## config.mk

```make
export PLATFORM = sky130hd
export DESIGN_NAME = exec_muldiv
export DESIGN_NICKNAME = d
export VERILOG_FILES = /design/src/rtl/exec_muldiv_pkg.sv /design/src/rtl/exec_muldiv_div_iter.sv /design/src/rtl/exec_muldiv.sv
export SDC_FILE = /design/constraint.sdc
export NUM_CORES = 2
export LEC_CHECK = 0
export CORE_UTILIZATION = 30
export DETAILED_ROUTE_END_ITERATION = 8
export GPL_ROUTABILITY_DRIVEN = 1
export MAX_ROUTING_LAYER = met4
export PLACE_DENSITY = 0.46
export SYNTH_ARGS = -nofsm -noshare
export SYNTH_HDL_FRONTEND = slang
export SYNTH_HIERARCHICAL = 1
export SYNTH_SLANG_ARGS = --single-unit
```

## constraint.sdc

```tcl
create_clock -name clk -period 4.8 [get_ports clk]
set_clock_uncertainty 0.2 [all_clocks]
set_input_delay 0.96 -clock clk [delete_from_list [all_inputs] [get_ports clk]]
set_output_delay 0.96 -clock clk [all_outputs]
set_load 0.05 [all_outputs]
```

## src/rtl/exec_muldiv_pkg.sv

```systemverilog
// Shared types for the multiply/divide execute unit.
//   muldiv_op_t    : M-extension op, encoded as its funct3
//   muldiv_state_t : sequencing FSM states
//   div_signed()   : true for the signed divide/remainder ops
package exec_muldiv_pkg;

   typedef enum logic [2:0] {
      OP_MUL    = 3'd0,
      OP_MULH   = 3'd1,
      OP_MULHSU = 3'd2,
      OP_MULHU  = 3'd3,
      OP_DIV    = 3'd4,
      OP_DIVU   = 3'd5,
      OP_REM    = 3'd6,
      OP_REMU   = 3'd7
   } muldiv_op_t;

   typedef enum logic [2:0] {
      ST_IDLE,
      ST_MUL,
      ST_DIV,
      ST_SPEC,
      ST_FIX,
      ST_DONE
   } muldiv_state_t;

   function automatic logic div_signed(input muldiv_op_t o);
      return (o == OP_DIV) || (o == OP_REM);
   endfunction

endpackage

```

## src/rtl/exec_muldiv_div_iter.sv

```systemverilog
// Restoring radix-2 divider core, one quotient bit per cycle on unsigned
// magnitudes.
// Ports:
//   clk, rstn            clock, async active-low reset
//   start                load dividend/divisor and begin XLEN iterations
//   kill                 abandon the division in progress
//   dividend, divisor    unsigned operands (sampled on start)
//   quotient, remainder  results, final after the last iteration
//   done                 high during the cycle whose clock edge performs the
//                        final iteration (results are final the next cycle)
module exec_muldiv_div_iter #(
   parameter int unsigned XLEN = 32
) (
   input  logic            clk,
   input  logic            rstn,
   input  logic            start,
   input  logic            kill,
   input  logic [XLEN-1:0] dividend,
   input  logic [XLEN-1:0] divisor,
   output logic [XLEN-1:0] quotient,
   output logic [XLEN-1:0] remainder,
   output logic            done
);

   localparam int unsigned CW = $clog2(XLEN) + 1;

   logic [CW-1:0]   cnt;
   logic [XLEN-1:0] dsr;
   logic [XLEN:0]   r_sh;
   logic [XLEN-1:0] diff;
   logic            fits;

   // The quotient register starts out holding the dividend and shifts it
   // out MSB-first into the partial remainder while quotient bits shift in.
   always_comb begin
      r_sh = {remainder, quotient[XLEN-1]};
      fits = (r_sh >= {1'b0, dsr});
      // Only used when fits: the true difference is below dsr, so it fits.
      diff = r_sh[XLEN-1:0] - dsr;
   end

   assign done = (cnt == CW'(1));

   always_ff @(posedge clk or negedge rstn) begin
      if (!rstn) begin
         cnt       <= '0;
         dsr       <= '0;
         quotient  <= '0;
         remainder <= '0;
      end else if (kill) begin
         cnt <= '0;
      end else if (start) begin
         cnt       <= CW'(XLEN);
         dsr       <= divisor;
         quotient  <= dividend;
         remainder <= '0;
      end else if (cnt != '0) begin
         cnt       <= cnt - CW'(1);
         quotient  <= {quotient[XLEN-2:0], fits};
         remainder <= fits ? diff : r_sh[XLEN-1:0];
      end
   end

endmodule

```

## src/rtl/exec_muldiv.sv

```systemverilog
// Multi-cycle execute unit for the M extension: MUL/MULH/MULHSU/MULHU,
// DIV/DIVU/REM/REMU, with valid/ready handshakes and flush.
// Ports:
//   clk, rstn             clock, async active-low reset
//   in_valid, in_ready    op handshake (in_ready only in IDLE)
//   op, src0, src1, rd_in op code, rs1/rs2 operands, destination tag
//   flush                 kill any op in flight; blocks a same-cycle accept
//   out_valid, out_ready  result handshake
//   result, rd            registered result and destination tag
//   busy                  unit is not IDLE
module exec_muldiv
   import exec_muldiv_pkg::*;
#(
   parameter int unsigned XLEN        = 32,
   parameter int unsigned MUL_LATENCY = 2,
   parameter int unsigned RD_W        = 6
) (
   input  logic            clk,
   input  logic            rstn,
   input  logic            in_valid,
   output logic            in_ready,
   input  muldiv_op_t      op,
   input  logic [XLEN-1:0] src0,
   input  logic [XLEN-1:0] src1,
   input  logic [RD_W-1:0] rd_in,
   input  logic            flush,
   output logic            out_valid,
   input  logic            out_ready,
   output logic [XLEN-1:0] result,
   output logic [RD_W-1:0] rd,
   output logic            busy
);

   localparam int unsigned     MCW       = $clog2(MUL_LATENCY + 1);
   localparam logic [MCW-1:0]  MCNT_LAST = MCW'((MUL_LATENCY > 1) ? (MUL_LATENCY - 2) : 0);
   localparam logic [XLEN-1:0] MOST_NEG  = {1'b1, {(XLEN-1){1'b0}}};

   muldiv_state_t   state, state_d;
   muldiv_op_t      op_q;
   logic [XLEN-1:0] a_q, b_q, mul_q;
   logic [MCW-1:0]  mcnt;

   logic            accept, div_start, res_we;
   logic [XLEN-1:0] res_d;

   // ---------------- multiplier ----------------
   logic              s0_sx, s1_sx;
   logic [2*XLEN-1:0] a_ext, b_ext, prod;
   logic [XLEN-1:0]   mul_sel;

   always_comb begin
      s0_sx   = (op == OP_MULH) || (op == OP_MULHSU);
      s1_sx   = (op == OP_MULH);
      a_ext   = {{XLEN{s0_sx & src0[XLEN-1]}}, src0};
      b_ext   = {{XLEN{s1_sx & src1[XLEN-1]}}, src1};
      prod    = a_ext * b_ext;
      mul_sel = (op == OP_MUL) ? prod[XLEN-1:0] : prod[2*XLEN-1:XLEN];
   end

   // ---------------- divider operand prep ----------------
   logic            sdiv, special;
   logic [XLEN-1:0] dvd_mag, dvs_mag;
   logic [XLEN-1:0] quo, rem;
   logic            div_done;

   always_comb begin
      sdiv    = div_signed(op);
      dvd_mag = (sdiv && src0[XLEN-1]) ? ('0 - src0) : src0;
      dvs_mag = (sdiv && src1[XLEN-1]) ? ('0 - src1) : src1;
      special = (src1 == '0) || (sdiv && (src0 == MOST_NEG) && (src1 == '1));
   end

   exec_muldiv_div_iter #(.XLEN(XLEN)) u_div (
      .clk       (clk),
      .rstn      (rstn),
      .start     (div_start),
      .kill      (flush),
      .dividend  (dvd_mag),
      .divisor   (dvs_mag),
      .quotient  (quo),
      .remainder (rem),
      .done      (div_done)
   );

   // Special-case and sign-fixed results, from the latched op/operands.
   // op bit 1 separates REM/REMU from DIV/DIVU.
   logic [XLEN-1:0] spec_res, fix_res;

   always_comb begin
      if (b_q == '0) spec_res = op_q[1] ? a_q : '1;
      else           spec_res = op_q[1] ? '0  : a_q;
   end

   always_comb begin
      case (op_q)
         OP_DIV:  fix_res = (a_q[XLEN-1] ^ b_q[XLEN-1]) ? ('0 - quo) : quo;
         OP_REM:  fix_res = a_q[XLEN-1] ? ('0 - rem) : rem;
         OP_REMU: fix_res = rem;
         default: fix_res = quo;
      endcase
   end

   // ---------------- FSM ----------------
   always_ff @(posedge clk or negedge rstn) begin
      if (!rstn) state <= ST_IDLE;
      else       state <= state_d;
   end

   always_comb begin
      state_d   = state;
      accept    = 1'b0;
      div_start = 1'b0;
      res_we    = 1'b0;
      res_d     = mul_q;
      case (state)
         ST_IDLE: begin
            if (in_valid && !flush) begin
               accept = 1'b1;
               if (!op[2]) begin
                  // Single-cycle latency skips the MUL wait state entirely.
                  if (MUL_LATENCY == 1) begin
                     state_d = ST_DONE;
                     res_we  = 1'b1;
                     res_d   = mul_sel;
                  end else begin
                     state_d = ST_MUL;
                  end
               end else if (special) begin
                  state_d = ST_SPEC;
               end else begin
                  state_d   = ST_DIV;
                  div_start = 1'b1;
               end
            end
         end
         ST_MUL: begin
            if (mcnt == MCNT_LAST) begin
               state_d = ST_DONE;
               res_we  = 1'b1;
               res_d   = mul_q;
            end
         end
         ST_DIV: begin
            if (div_done) state_d = ST_FIX;
         end
         ST_SPEC: begin
            state_d = ST_DONE;
            res_we  = 1'b1;
            res_d   = spec_res;
         end
         ST_FIX: begin
            state_d = ST_DONE;
            res_we  = 1'b1;
            res_d   = fix_res;
         end
         ST_DONE: begin
            if (out_ready) state_d = ST_IDLE;
         end
         default: state_d = ST_IDLE;
      endcase
      if (flush && (state != ST_IDLE)) begin
         state_d = ST_IDLE;
         res_we  = 1'b0;
      end
   end

   // ---------------- datapath registers ----------------
   always_ff @(posedge clk or negedge rstn) begin
      if (!rstn) begin
         op_q   <= OP_MUL;
         a_q    <= '0;
         b_q    <= '0;
         rd     <= '0;
         mul_q  <= '0;
         mcnt   <= '0;
         result <= '0;
      end else begin
         if (accept) begin
            op_q  <= op;
            a_q   <= src0;
            b_q   <= src1;
            rd    <= rd_in;
            mul_q <= mul_sel;
            mcnt  <= '0;
         end else if (state == ST_MUL) begin
            mcnt <= mcnt + MCW'(1);
         end
         if (res_we) result <= res_d;
      end
   end

   assign in_ready  = (state == ST_IDLE);
   assign busy      = (state != ST_IDLE);
   assign out_valid = (state == ST_DONE);

endmodule
```

**Word level (Yosys, flattened, before mapping)**

Index checks and enable logic that the tools add are counted.

- Bitwise gates (word level): 4
- $mul: 1
- Mux-type cells: 37
- Eq/ne operators: 19
- Magnitude comparators: 1
- Reduce and logical (&&, ||, !) cells: 24
- Add/subtract/negate cells: 7

Operator list:

| operator | count |
|---|---|
| 32-bit 2-to-1 mux | 13 |
| 1-bit by 32-bit subtractor with 32-bit output, first input constant | 4 |
| 32-bit case mux with 3 select lines | 1 |
| 32-bit == test, second input constant | 2 |
| 32-bit logical NOT | 2 |
| 33-bit by 33-bit multiplier with 64-bit output | 1 |
| 32-bit case mux with 2 select lines | 1 |
| 33-bit by 32-bit greater-or-equal comparator with 1-bit output | 1 |
| 32-bit subtractor | 1 |
| 3-bit == test, second input constant | 7 |
| 6-bit 2-to-1 mux | 3 |
| 3-bit 2-to-1 mux | 5 |
| 3-bit case mux with 5 select lines | 1 |
| 3-bit by 2-bit == test with 1-bit output, second input constant | 3 |
| 1-bit 2-to-1 mux | 9 |
| 3-bit by 1-bit == test with 1-bit output, second input constant | 2 |
| 6-bit by 1-bit == test with 1-bit output, second input constant | 1 |
| 1-bit logical AND | 6 |
| 3-bit logical NOT | 2 |
| 2-bit 2-to-1 mux | 3 |
| 3-bit by 1-bit != test with 1-bit output, second input constant | 2 |
| 3-bit != test, second input constant | 2 |
| 3-bit nonzero test | 2 |
| 6-bit nonzero test | 1 |
| 13 further kinds | 18 |

- Register bits after elaboration: 244
- Output and inout bits: 41

**Longest topological paths before layout**

- Word-level depth: 11
- Depth in mapped cells: 32
- Depth with buffers taken out: 30

**Hierarchy**

Netlist, hierarchy kept.

Modules (own cells, without submodules):

| module | cells each | area an instance (um^2) | times used | sequential area each (um^2) |
|---|---|---|---|---|
| exec_muldiv | 5590 | 47922.2 | 1 | 3553.4 |
| exec_muldiv_div_iter | 669 | 6097.1 | 1 | 2552.4 |

**Least setup slack after synthesis**

Ideal clock, no wire load.

- Path type: input to register
- Start: input op[2]
- End: register mul_q[31]
- Cell stages on the path: 28
- Buffers on the path: 4
- Library setup time: 0.070 ns
- Data arrival time: 8.928 ns
- Path slack: -4.397 ns
- Data required time: 4.530 ns
- Path through: clkbuf_1 > nor2_1 > and2_0 > clkbuf_1 > nand2_1 > fa_1 > fa_1 > inv_1 > fa_1 > inv_1 > fa_1 > inv_1 > fa_1 > fa_1 > fa_1 > inv_1 > fa_1 > inv_1 > ha_1 > clkbuf_1 > and3_1 > clkbuf_1 > and4_1 > nand4_1 > a2111oi_1 > o211ai_1 > or4_1 > nand3_1

- Word-level cells in the longest chain between the ends: 5
- Elaborated cells on any way between the ends: 8

RTL lines:

| element | line | source |
|---|---|---|
| start: declaration | exec_muldiv.sv:22 | `input muldiv_op_t op,` |
| 3-bit by 1-bit == test with 1-bit output or 3-bit by 2-bit == test with 1-bit output (tied branches) | exec_muldiv.sv:52, exec_muldiv.sv:53 |  |
| 1-bit logical OR | exec_muldiv.sv:52 | `s0_sx = (op == OP_MULH) \|\| (op == OP_MULHSU);` |
| 1-bit bitwise AND | exec_muldiv.sv:54 | `a_ext = {{XLEN{s0_sx & src0[XLEN-1]}}, src0};` |
| 33-bit by 33-bit multiplier with 64-bit output | exec_muldiv.sv:56 | `prod = a_ext * b_ext;` |
| 32-bit 2-to-1 mux * | exec_muldiv.sv:57 | `mul_sel = (op == OP_MUL) ? prod[XLEN-1:0] : prod[2*XLEN-1:XLEN];` |
| end signal: assignment | exec_muldiv.sv:183 | `mul_q <= mul_sel;` |
| end: declaration | exec_muldiv.sv:40 | `logic [XLEN-1:0] a_q, b_q, mul_q;` |

Every way passes the cells marked *; elsewhere a longest branch is shown, timed or not.
A chain may end at the register's enable or synchronous reset.

**Worst setup path after layout**

- Start: input op[1]
- End: register mul_q[31]

Same word-level chain as after synthesis.

==> results.yml <==
final_layout:
  layout.area.seq_sq_um: 6106
  areaGrowthSynthToFinish_pct: 22.21
  fillCellCount: 18480
  final_cell_mix: "inv_1, nand2_1, fa_1, buf_4, and2_1"
  final_common_cell: "inv_1"
  nets: 8256
  postLayoutCoreUtil: 0.3696
  multi_input_area_sq_um: 43230
  drive_gt1_frac: 0.1747
critical_path:
  arrival_ns: 8.61
  crit_type: "primary input to register"
  cp_max_fo: 5
  crit_slowest_cell: "fa_2"
  crit_path_max_incr_delay_ns: 0.65
  worstSetupEndpointType: "register"
  worst_setup_path_start_kind: "primary input"
  required_ns: 5.10
  cp_common_cell: "fa_1"
drt:
  wl_per_cell_um: 20.84
  vias: 43870
  drc_errors: 0
  vias_per_cell: 4.777
  drt_wl_total_um: 191400
  drtPass1Iterations: 6
  ant_nets: 0
  drtIter0Drc: 2499
floorplan:
  core_area_sq_um: 178600
  io_pins: 119
  die_area_sq_um: 181800
  floorplan.initialDensity: 0.3024
  num_rows: 155
  die_y_um: 426.3
  fp.dieW_um: 426.3
sta:
  hold_viol: 0
  timing.setup.tns_ns: -101.03
  slew_violations: 0
  slew_headroom: 0.2567
  fin_ws_ns: -3.508
  fin_crit_sh: 1.731
  rsz0062_at_grt: "true"
  tightestPinTransition_ns: 1.111
  period_minus_slack_ns: 8.308
  clock.fmax_mhz: 120.4
  setup_viol: 32
clock_network:
  cts_max_level: 1
  cts.sinks: 244
  ctsHoldBuffers: 0
  cts_buffers: 28
  cts-root-buf: "clkbuf_16"
  clk_latency_ns: 0.62
  clk_pin_slew_ns: 0.08
  cts.path.max_buffers: 3
  cts_tree: "built"
global_route:
  grt.total_usage: 0.2189
  grt_pass1_vias: 46870
  gr-total-overflow: 0
  antenna_found_initial: 13
  grt_max_degree: 101
  grt_pass1_wl_um: 294100
logic_synthesis:
  synth-edff-count: 0
  syn-mean-instance-area_sq_um: 8.631
  ys_seq_area_frac: 0.1130
  ys_ff_latch: 244
  async_flop_share: 1.000
  yosys.area.top_type: "fa_1"
  ys_types: 85
  syn_inst: 6259
  yosys-top-cells-area: "fa_1, dfrtp_1, inv_1, nand2_1, ha_1"
  ys_warn_count: 6
  yosysTopAreaCellShare: 0.4173
  syn_nets: 7715
  synth_area_sq_um: 54020
  ys.flop_type: "dfrtp_1"
placed_design:
  preCtsSetupSlack_ns: -4.790
  routabilityCongestion: 0.8971
  hpwlAfterDp_um: 160700
  portBuffers: 118
run_status:
  outcome: "finished, violations left"
  failed_checks: "setup timing"
job:
  maxCapViolations: 0
hold_path:
  hold_class: "primary input to async pin"
## cells in the mapped netlist (9+ instances only)
cell and n:
inv_1 1238, nand2_1 1215, fa_1 1126, clkbuf_1 319, and2_1 311, o21ai_0 254
ha_1 252, dfrtp_1 244, nor2_1 195, a21oi_1 186, xnor2_1 122, xor2_1 77
buf_1 68, mux2i_1 66, nor3_1 42, nand3_1 36, a21o_1 35, a221oi_1 29
nand2b_1 29, a31oi_1 28, nand4_1 26, or3_1 25, o31ai_1 23, nor2b_1 22
nor4_1 21, and3_1 19, o221ai_1 19, maj3_1 17, o21a_1 17, a211oi_1 15
or2_2 15, o211ai_1 12, o22ai_1 12, a221o_1 10, mux2_2 9, o21ai_1 9
## layer usage
metal	vias up	global-route usage	part of all wire
met5	-	-	0
met4	0	0.04552	0.027
met3	194	0.01400	0.035
met2	829	0.3636	0.48
met1	22830	0.2940	0.46
li1	20020	-	-
## flip-flops by register name, indices dropped and copies added, names as in the netlist
register / cells
mcnt: 2
state: 3
op_q: 3
u_div/quotient: 32
b_q: 32
u_div/remainder: 32
result: 32
mul_q: 32
a_q: 32
u_div/cnt: 6
rd: 6
u_div/dsr: 32
## worst paths after layout
check / startpoint / to / slack [ns] / cells past startpoint
max in group asynchronous: rstn / u_div/dsr[15] / 3.35 / 2
setup / recovery: op[1] / mul_q[31] / -3.51 / 35
hold reg to reg: rd[2] / rd[2] / 0.27 / 2
hold / removal: rstn / b_q[13] / 0.15 / 1
min in group clk: rd[2] / rd[2] / 0.27 / 2
setup reg to reg: u_div/remainder[10] / u_div/remainder[17] / 0.82 / 11
## per-stage QoR
stage / area [sq um] / hold WS (ns) / std cells
global route: 66010 / 0.2004 / 9180
detailed placement: 62950 / 0.2613 / 9051
CTS: 65370 / 0.1850 / 9153
global placement: 62950 / 0.2607 / 9051
floorplan: 55260 / 0.2461 / 6259
finish: 66020 / 0.1535 / 9184
## worst max-delay path, delay by kind of cell
kind / cells / cell delay [ns]
adder cells (fa/ha/maj): 8 / 4.13
buffers and inverters: 14 / 1.44
XOR/XNOR: 7 / 1.22
AO/OA/AOI/OAI: 2 / 0.44
AND/OR/NAND/NOR: 4 / 0.40
## repair_timing
item | CTS | global route
gates cloned | 4 | 7
pin swaps | 137 | 110
setup endpoints to repair | 132 | 102
buffers inserted | 58 | 27
gates resized for setup | 250 | 115
## cell type report
cell class | count | area share
diodes | 7 | 0.0002653
clock buffers | 34 | 0.01156
clock inverters | 18 | 0.003336
inverters | 1238 | 0.07058
multi-input cells | 4386 | 0.6548
flip-flops and latches | 244 | 0.09249
well taps | 2355 | 0.04463
repair buffers | 902 | 0.1224
## logic make-up (layout without fill, tap and decap cells)
kind of cell    Yosys count  in the layout  share of synthesized area
mux                      75             75                    0.01411
compound gates          718            718                    0.08186
fa+ha+maj              1395           1395                     0.4788
buf+inv                1631           2192                     0.1139
other cells               0              7                          0
xor+xnor                199            199                    0.03226
simple gates           1997           1999                     0.1661
flops                   244            244                     0.1130
Power is not shown: default switching activity piles up to over one toggle a cycle in this logic, so the estimate is an artifact.
